===== config.mk =====
export PLATFORM = sky130hd
export DESIGN_NAME = v810_ifetch
export DESIGN_NICKNAME = d
export VERILOG_FILES = /design/src/rtl/v810_pkg.sv /design/src/rtl/v810_hwq.sv /design/src/rtl/v810_ifetch.sv
export SDC_FILE = /design/constraint.sdc
export NUM_CORES = 1
export LEC_CHECK = 0
export CORE_MARGIN = 3
export CORE_UTILIZATION = 30
export DETAILED_ROUTE_END_ITERATION = 10
export GPL_TIMING_DRIVEN = 0
export PLACE_DENSITY = 0.59
export SETUP_SLACK_MARGIN = 0.02
export SLEW_MARGIN = 20
export SYNTH_ARGS = -nofsm -noshare
export SYNTH_HDL_FRONTEND = slang
export SYNTH_SLANG_ARGS = --single-unit

===== constraint.sdc =====
create_clock -name CLK -period 5.1 [get_ports CLK]
set_input_delay 1.53 -clock CLK [delete_from_list [all_inputs] [get_ports CLK]]
set_output_delay 1.53 -clock CLK [all_outputs]
set_load 0.01 [all_outputs]

===== src/rtl/v810_pkg.sv =====
// Shared types and constants for the V810 instruction prefetch unit.
package v810_pkg;
  typedef enum logic [1:0] {
    ST_IDLE = 2'd0,
    ST_REQ  = 2'd1,
    ST_DROP = 2'd2
  } ifetch_st_e;

  typedef struct packed {
    logic        req;
    logic [31:0] addr;
  } fetch_req_t;

  localparam logic [31:0] V810_RESET_PC = 32'hFFFF_FFF0;
  localparam logic [1:0]  BC_WORD       = 2'd3;
  localparam logic [3:0]  BE_WORD       = 4'hF;
endpackage


===== src/rtl/v810_hwq.sv =====
// Halfword FIFO: push 1-2 halfwords, pop 0-2, flush; exposes count and head pair.
module v810_hwq #(
  parameter int QDEPTH = 8,
  parameter int AW     = $clog2(QDEPTH)
) (
  input  logic          CLK,
  input  logic          RESn,
  input  logic          CE,
  input  logic          flush,
  input  logic [1:0]    push_n,
  input  logic [31:0]   push_data,
  input  logic [1:0]    pop_n,
  output logic [AW:0]   count,
  output logic [31:0]   head
);
  logic [QDEPTH-1:0][15:0] mem_q, mem_d;
  logic [AW-1:0] wptr_q, wptr_d, rptr_q, rptr_d, wp1, rp1;
  logic [AW:0]   cnt_q, cnt_d;

  always_comb begin
    wp1   = wptr_q + AW'(1);
    rp1   = rptr_q + AW'(1);
    mem_d = mem_q;
    // A single-halfword push always arrives in push_data[15:0]
    if (push_n != 2'd0) mem_d[wptr_q] = push_data[15:0];
    if (push_n == 2'd2) mem_d[wp1]    = push_data[31:16];
    if (flush) begin
      wptr_d = '0;
      rptr_d = '0;
      cnt_d  = '0;
    end else begin
      wptr_d = wptr_q + AW'(push_n);
      rptr_d = rptr_q + AW'(pop_n);
      cnt_d  = cnt_q + (AW+1)'(push_n) - (AW+1)'(pop_n);
    end
  end

  always_ff @(posedge CLK or negedge RESn) begin
    if (!RESn) begin
      wptr_q <= '0;
      rptr_q <= '0;
      cnt_q  <= '0;
    end else if (CE) begin
      wptr_q <= wptr_d;
      rptr_q <= rptr_d;
      cnt_q  <= cnt_d;
    end
  end

  always_ff @(posedge CLK) begin
    if (CE) mem_q <= mem_d;
  end

  assign count = cnt_q;
  assign head  = {mem_q[rp1], mem_q[rptr_q]};
endmodule


===== src/rtl/v810_ifetch.sv =====
// V810 instruction prefetch: word fetches split into a halfword queue for the decoder.
// Optional V810_IFETCH_STATS_EN adds saturating drop/starvation counters.
module v810_ifetch
  import v810_pkg::*;
#(
  parameter int          QDEPTH   = 8,
  parameter logic [31:0] RESET_PC = V810_RESET_PC
) (
  input  logic        CLK,
  input  logic        RESn,
  input  logic        CE,
  output logic [31:0] IDA,
  input  logic [31:0] IDD_I,
  output logic [1:0]  IDBC,
  output logic [3:0]  IDBE,
  output logic        IDREQ,
  input  logic        IDACK,
  input  logic        IFJMP,
  input  logic [30:0] IFJMPA,
  output logic [31:0] IF_IR,
  output logic [1:0]  IF_AVAIL,
  output logic [30:0] IF_PC,
  input  logic [1:0]  IF_CONS
`ifdef V810_IFETCH_STATS_EN
  ,
  output logic [15:0] IF_DROPCNT,
  output logic [15:0] IF_STARVCNT
`endif
);
  localparam int AW = $clog2(QDEPTH);
  localparam logic [AW+1:0] LIM = (AW+2)'(QDEPTH - 2);

  ifetch_st_e    state_q, state_d;
  fetch_req_t    req_q, req_d;
  logic [30:0]   fptr_q, fptr_d, pc_q, pc_d, fptr_inc;
  logic [AW:0]   cnt;
  logic [AW+1:0] cnt_pc, cnt_pp;
  logic [1:0]    avail, cons_eff, npush, push_n;
  logic [31:0]   push_data;
  logic          ack;

  always_comb begin
    avail     = (cnt >= (AW+1)'(2)) ? 2'd2 : cnt[1:0];
    cons_eff  = IFJMP ? 2'd0 : ((IF_CONS > avail) ? avail : IF_CONS);
    ack       = IDACK & req_q.req;
    npush     = fptr_q[0] ? 2'd1 : 2'd2;
    push_data = fptr_q[0] ? {16'h0, IDD_I[31:16]} : IDD_I;
    cnt_pc    = (AW+2)'(cnt) - (AW+2)'(cons_eff);
    cnt_pp    = cnt_pc + (AW+2)'(npush);
    fptr_inc  = {fptr_q[30:1] + 30'd1, 1'b0};
    state_d   = state_q;
    req_d     = req_q;
    fptr_d    = fptr_q;
    pc_d      = pc_q + 31'(cons_eff);
    push_n    = 2'd0;
    if (IFJMP) begin
      fptr_d = IFJMPA;
      pc_d   = IFJMPA;
      // A fetch completing under the redirect is simply retired; idle reissues next edge
      if (state_q != ST_IDLE) begin
        if (ack) begin
          state_d   = ST_IDLE;
          req_d.req = 1'b0;
        end else begin
          state_d = ST_DROP;
        end
      end
    end else begin
      case (state_q)
        ST_IDLE: if (cnt_pc <= LIM) begin
          req_d   = '{req: 1'b1, addr: {fptr_q[30:1], 2'b00}};
          state_d = ST_REQ;
        end
        ST_REQ: if (ack) begin
          push_n = npush;
          fptr_d = fptr_inc;
          if (cnt_pp <= LIM) begin
            req_d.addr = {fptr_inc[30:1], 2'b00};
          end else begin
            req_d.req = 1'b0;
            state_d   = ST_IDLE;
          end
        end
        ST_DROP: if (ack) begin
          req_d.addr = {fptr_q[30:1], 2'b00};
          state_d    = ST_REQ;
        end
        default: state_d = ST_IDLE;
      endcase
    end
  end

  always_ff @(posedge CLK or negedge RESn) begin
    if (!RESn) begin
      state_q <= ST_IDLE;
      req_q   <= '{req: 1'b0, addr: RESET_PC & ~32'd3};
      fptr_q  <= RESET_PC[31:1];
      pc_q    <= RESET_PC[31:1];
    end else if (CE) begin
      state_q <= state_d;
      req_q   <= req_d;
      fptr_q  <= fptr_d;
      pc_q    <= pc_d;
    end
  end

  v810_hwq #(.QDEPTH(QDEPTH)) u_hwq (
    .CLK      (CLK),
    .RESn     (RESn),
    .CE       (CE),
    .flush    (IFJMP),
    .push_n   (push_n),
    .push_data(push_data),
    .pop_n    (cons_eff),
    .count    (cnt),
    .head     (IF_IR)
  );

  assign IDA      = req_q.addr;
  assign IDREQ    = req_q.req;
  assign IDBC     = BC_WORD;
  assign IDBE     = BE_WORD;
  assign IF_AVAIL = avail;
  assign IF_PC    = pc_q;

`ifdef V810_IFETCH_STATS_EN
  logic [15:0] dropcnt_q, dropcnt_d, starvcnt_q, starvcnt_d;
  logic        drop_ev;

  always_comb begin
    drop_ev    = ack & (IFJMP | (state_q == ST_DROP));
    dropcnt_d  = dropcnt_q;
    starvcnt_d = starvcnt_q;
    if (drop_ev && dropcnt_q != 16'hFFFF) dropcnt_d = dropcnt_q + 16'd1;
    if (avail == 2'd0 && starvcnt_q != 16'hFFFF) starvcnt_d = starvcnt_q + 16'd1;
  end

  always_ff @(posedge CLK or negedge RESn) begin
    if (!RESn) begin
      dropcnt_q  <= '0;
      starvcnt_q <= '0;
    end else if (CE) begin
      dropcnt_q  <= dropcnt_d;
      starvcnt_q <= starvcnt_d;
    end
  end

  assign IF_DROPCNT  = dropcnt_q;
  assign IF_STARVCNT = starvcnt_q;
`endif

  cons_legal_a: assert property (@(posedge CLK) disable iff (!RESn)
    (CE && !IFJMP) |-> (IF_CONS <= IF_AVAIL))
    else $error("IF_CONS exceeds IF_AVAIL");
endmodule


==> results <==
- The number of cells on the worst reg-to-reg path is 18.
- Clock skew on the completed layout was measured at ~0.013 ns.
- Synthesis inferred around 230 register bits.
- The count of vias placed by the detailed router is 13,977.
- Once placement finished, the instance area stood at about 0.018 mm2.
- The power density over the cells is ~450 mW/mm2.
- For flop-to-flop paths, the worst setup slack is ~0.45 ns.
- The global-route wire length before repair is 83,400 um.
- The analysis attributes to cell leakage a power of 0.00659 uW.
- The critical path is of the input pin to flip-flop type.
- The depth of the CTS H-tree is 1.
- The CTS root buffer is sky130_fd_sc_hd__clkbuf_16.
- The flow ran to the end, and the final reports show no timing, DRC or antenna violations.
- The tree built by TritonCTS fans out to around 230 sinks.
- The final count of negative-setup-slack endpoints is 0.
- The die covers 0.0539 mm2.
- The global-route usage over all layers is 0.201.
- The capture point of the worst reg-to-reg path is IDA[3].
- For this run, the number of Yosys warnings is 0.
- The violation count after the first detailed-route iteration is about 1,500.
- The worst IR drop on VDD is about 0.24 mV.
- The number of routed nets with antenna violations is 0.
- The number of global-route vias before repair is around 14,000.
- Setup repair after global routing left no endpoint under its margin.
- Dividing the detail-routed wire length by the instance count gives 22.5 um.
- The leading cell type by number of instances after synthesis is sky130_fd_sc_hd__nand2_1.
- The fraction of synthesized cell area taken by the top area cell type is 0.250.
- The number of synthesized flops with an enable pin is approximately 130.
- STA classifies the critical path startpoint as an input pin.
- The first-pass iteration count of the detailed router is 5.
- The CTS buffer count is 28.
- The startpoint identified for the worst hold timing path is IDA[13].
- The placer congestion estimate is around 0.92.
- Yosys mapped the design onto 70 distinct sky130hd cell types.
- The core area is 0.0504 mm2.
- The pin count of the biggest net entering global routing is 98.
- Dividing the synthesized area by the synthesized cell count gives about 9.5 um2.
- After clock tree synthesis, the flow added hold-fix buffers numbering 0.
- The cell taking the most area after synthesis is sky130_fd_sc_hd__edfxtp_1.
- The count of final hold-check violations is 0.
- Along the worst hold path, the cell count comes to 2.
- Of the available clock period, the critical path in the final layout requires 0.971.
- The initial antenna violation count is 0.
- Clock-pin slew was measured on the worst setup and hold paths at 0.06 ns.
- The highest attainable clock frequency is 202 MHz.
- For this block, the routed nets add up to roughly 56,000 um of wire.
- TritonCTS built the clock tree.
- For this run, the register share of the synthesized area comes to 0.428.
- For this run, the post-layout net count is ~1,900.
- The gate count of the mapped netlist is 1,625.
- The number of antenna diodes in the final layout is 0.
- Clock latency on the worst-skew pair, taken at its later pin, is 0.57 ns.
- The post-detailed-route DRC marker count is 0.
- The data arrival time of the critical path is approximately 5.4 ns.
- The commonest cells after synthesis are sky130_fd_sc_hd__nand2_1 (318), sky130_fd_sc_hd__o21ai_0 (193), sky130_fd_sc_hd__edfxtp_1 (128).
- Yosys attributes the largest share of cell area to sky130_fd_sc_hd__edfxtp_1 (25%), sky130_fd_sc_hd__dfstp_2 (14%), sky130_fd_sc_hd__mux4_2 (9.4%).
- Row generation in the floorplan step produced 82 rows.
- In the synthesized netlist the async set-or-reset flop fraction comes to 0.451.
- On the final layout, the worst hold slack is roughly 0.47 ns.
- The total overflow reported by the global router is 0.
- The vertical extent of the die is about 230 um.
- The startpoint identified for the worst register-to-register timing path is u_hwq.count[2].
- STA classifies the critical path endpoint as a flip-flop.
- The I/O pin count is about 170.
- The max-slew headroom at the worst pin is 0.258.
- The deepest clock path buffer count is 3.
- At the pin with the least slew margin, the transition time is 1.08 ns.
- For this configuration, the core starts out at a cell density of 0.305.
- The number of max-slew violations in the final report is 0.
- Along the worst path, the maximum fanout reaches 5.
- The cell area that synthesis handed to floorplanning was ~0.015 mm2.
- Relative to the synthesized area, the layout overhead comes to 23.3%.
- The vias per cell is roughly 5.6.
- The path with the worst hold slack has its endpoint at IDA[13].
- The die width is 232 um.
- The clock period could shrink to 4.95 ns.
- The share of cells above drive strength 1 is 0.157.
- The port buffer count is about 150.
- Max-cap violations in this run came to 0.
- Summed over all nets, the half-perimeter wirelength after detailed placement is between 30,000 and 40,000 um.
- The min-delay analysis places its worst path in the category flip-flop to flip-flop.
- The leading register cell type out of synthesis is sky130_fd_sc_hd__edfxtp_1.
- After routing the design area is 0.0189 mm2.
- The data required time at the worst endpoint is approximately 5.6 ns.
-- report_power, final --
group	internal [uW]	switching [uW]
clock	1300	858
sequential	2460	292
combinational	1800	1790
total	5560	2940
-- per-layer routing --
layer / track usage / vias to the layer above / share of wire
met3: 0.0397 / 120 / 0.10
met4: 0.0757 / 0 / 0.038
li1: - / 6241 / -
met1: 0.268 / 6782 / 0.40
met2: 0.322 / 834 / 0.46
met5: 0 / - / 0
-- cell type report --
type | count | area, um2
plain buffers | 137 | 666
clock buffers | 42 | 856
clock inverters | 9 | 123
fillers | 5017 | 31400
inverters | 39 | 146
multi-input cells | 1222 | 8140
flip-flops and latches | 233 | 6580
well taps | 672 | 841
repair buffers | 154 | 1580
-- registers in the layout (all words and copies together), names as in the netlist --
signal / cells
fptr_q: 31
IDA: 30
IDREQ: 1
IF_PC: 31
u_hwq.mem_q: 128
u_hwq.rptr_q: 3
u_hwq.wptr_q: 3
state_q: 2
u_hwq.count: 4
-- metrics by stage --
stage / TNS (ns) / cells / total power [uW] / worst slack [ns] / util
CTS: 0 / 2507 / 8470 / 0.0166 / 0.375
finish: 0 / 2508 / 8500 / 0.149 / 0.376
floorplan: 0 / 1631 / 4760 / 0.0322 / -
global placement: -675.16 / 2452 / 6210 / -3.73 / 0.352
detailed placement: -52.56 / 2454 / 6230 / -1.50 / 0.353
global route: 0 / 2508 / 8860 / 0.00547 / 0.376
-- worst max-delay path by stage --
stage | startpoint | end | slack (ns) | cells past startpoint
6_report | IF_CONS[1] | IDA[3] | 0.15 | 15
3_3_place_gp | CE | u_hwq.count[0] | -3.73 | 7
4_1_cts | IFJMP | IDA[3] | 0.02 | 16
2_1_floorplan | IFJMP | IDA[2] | 0.03 | 15
5_1_grt | IF_CONS[1] | IDA[3] | 0.005 | 15
3_5_place_dp | IFJMP | IDA[3] | -1.50 | 16
-- timing repair --
item | in CTS | in global routing
buffers inserted | 1 | 1
pin swaps | 2 | 6
endpoints found under the setup margin | 66 | 44
cloned | 1 | 0
resized for setup | 24 | 12
endpoints found under the hold margin | 0 | 0
-- kinds of logic (layout without fill, tap and decap cells) --
logic type                 count (synthesis)  in the layout  share of synthesized area
muxes                                    143            143                      0.156
adders and majority gates                 24             24                     0.0230
DFF                                      233            233                      0.428
AOI/OAI and AO/OA                        418            418                      0.151
xor gates and xnor gates                  54             54                     0.0313
other                                      2              8                   0.000489
and+or+nand+nor                          575            575                      0.163
buffers and inverters                    176            381                     0.0466
-- critical path, cell delays in order --
cell and delay [ns]:
sky130_fd_sc_hd__clkdlybuf4s50_1 0.45, sky130_fd_sc_hd__ha_1 0.31, sky130_fd_sc_hd__a21oi_2 0.07, sky130_fd_sc_hd__nor3_4 0.16, sky130_fd_sc_hd__ha_2 0.22, sky130_fd_sc_hd__inv_2 0.06
sky130_fd_sc_hd__fa_1 0.46, sky130_fd_sc_hd__ha_1 0.30, sky130_fd_sc_hd__a21oi_2 0.13, sky130_fd_sc_hd__nor2_1 0.07, sky130_fd_sc_hd__or4_4 0.54, sky130_fd_sc_hd__a2111oi_4 0.42
sky130_fd_sc_hd__o21ai_4 0.20, sky130_fd_sc_hd__buf_6 0.19, sky130_fd_sc_hd__mux2_4 0.30
-- placed cells by master (no fill, tap or decap), types with 8 or more instances in the layout --
master	Yosys	routed
sky130_fd_sc_hd__a21oi_1	113	111
sky130_fd_sc_hd__and3_1	9	9
sky130_fd_sc_hd__buf_4	8	10
sky130_fd_sc_hd__clkbuf_1	112	113
sky130_fd_sc_hd__clkbuf_16	0	32
sky130_fd_sc_hd__clkdlybuf4s50_1	0	146
sky130_fd_sc_hd__conb_1	2	8
sky130_fd_sc_hd__dfrtp_1	21	21
sky130_fd_sc_hd__dfstp_2	84	84
sky130_fd_sc_hd__edfxtp_1	128	128
sky130_fd_sc_hd__ha_1	17	16
sky130_fd_sc_hd__inv_1	38	37
sky130_fd_sc_hd__mux2_2	18	18
sky130_fd_sc_hd__mux2_4	29	29
sky130_fd_sc_hd__mux2i_1	31	31
sky130_fd_sc_hd__mux4_2	64	64
sky130_fd_sc_hd__nand2_1	318	318
sky130_fd_sc_hd__nand3_1	40	40
sky130_fd_sc_hd__nand4_1	20	20
sky130_fd_sc_hd__nor2_1	111	111
sky130_fd_sc_hd__nor2b_1	13	13
sky130_fd_sc_hd__nor3_1	21	20
sky130_fd_sc_hd__nor4_1	9	9
sky130_fd_sc_hd__o21ai_0	193	193
sky130_fd_sc_hd__o21ai_1	22	22
sky130_fd_sc_hd__o221ai_1	12	12
sky130_fd_sc_hd__o22ai_1	33	33
sky130_fd_sc_hd__xnor2_1	39	39
sky130_fd_sc_hd__xor2_1	14	13
(Power assumes the default switching activity.)
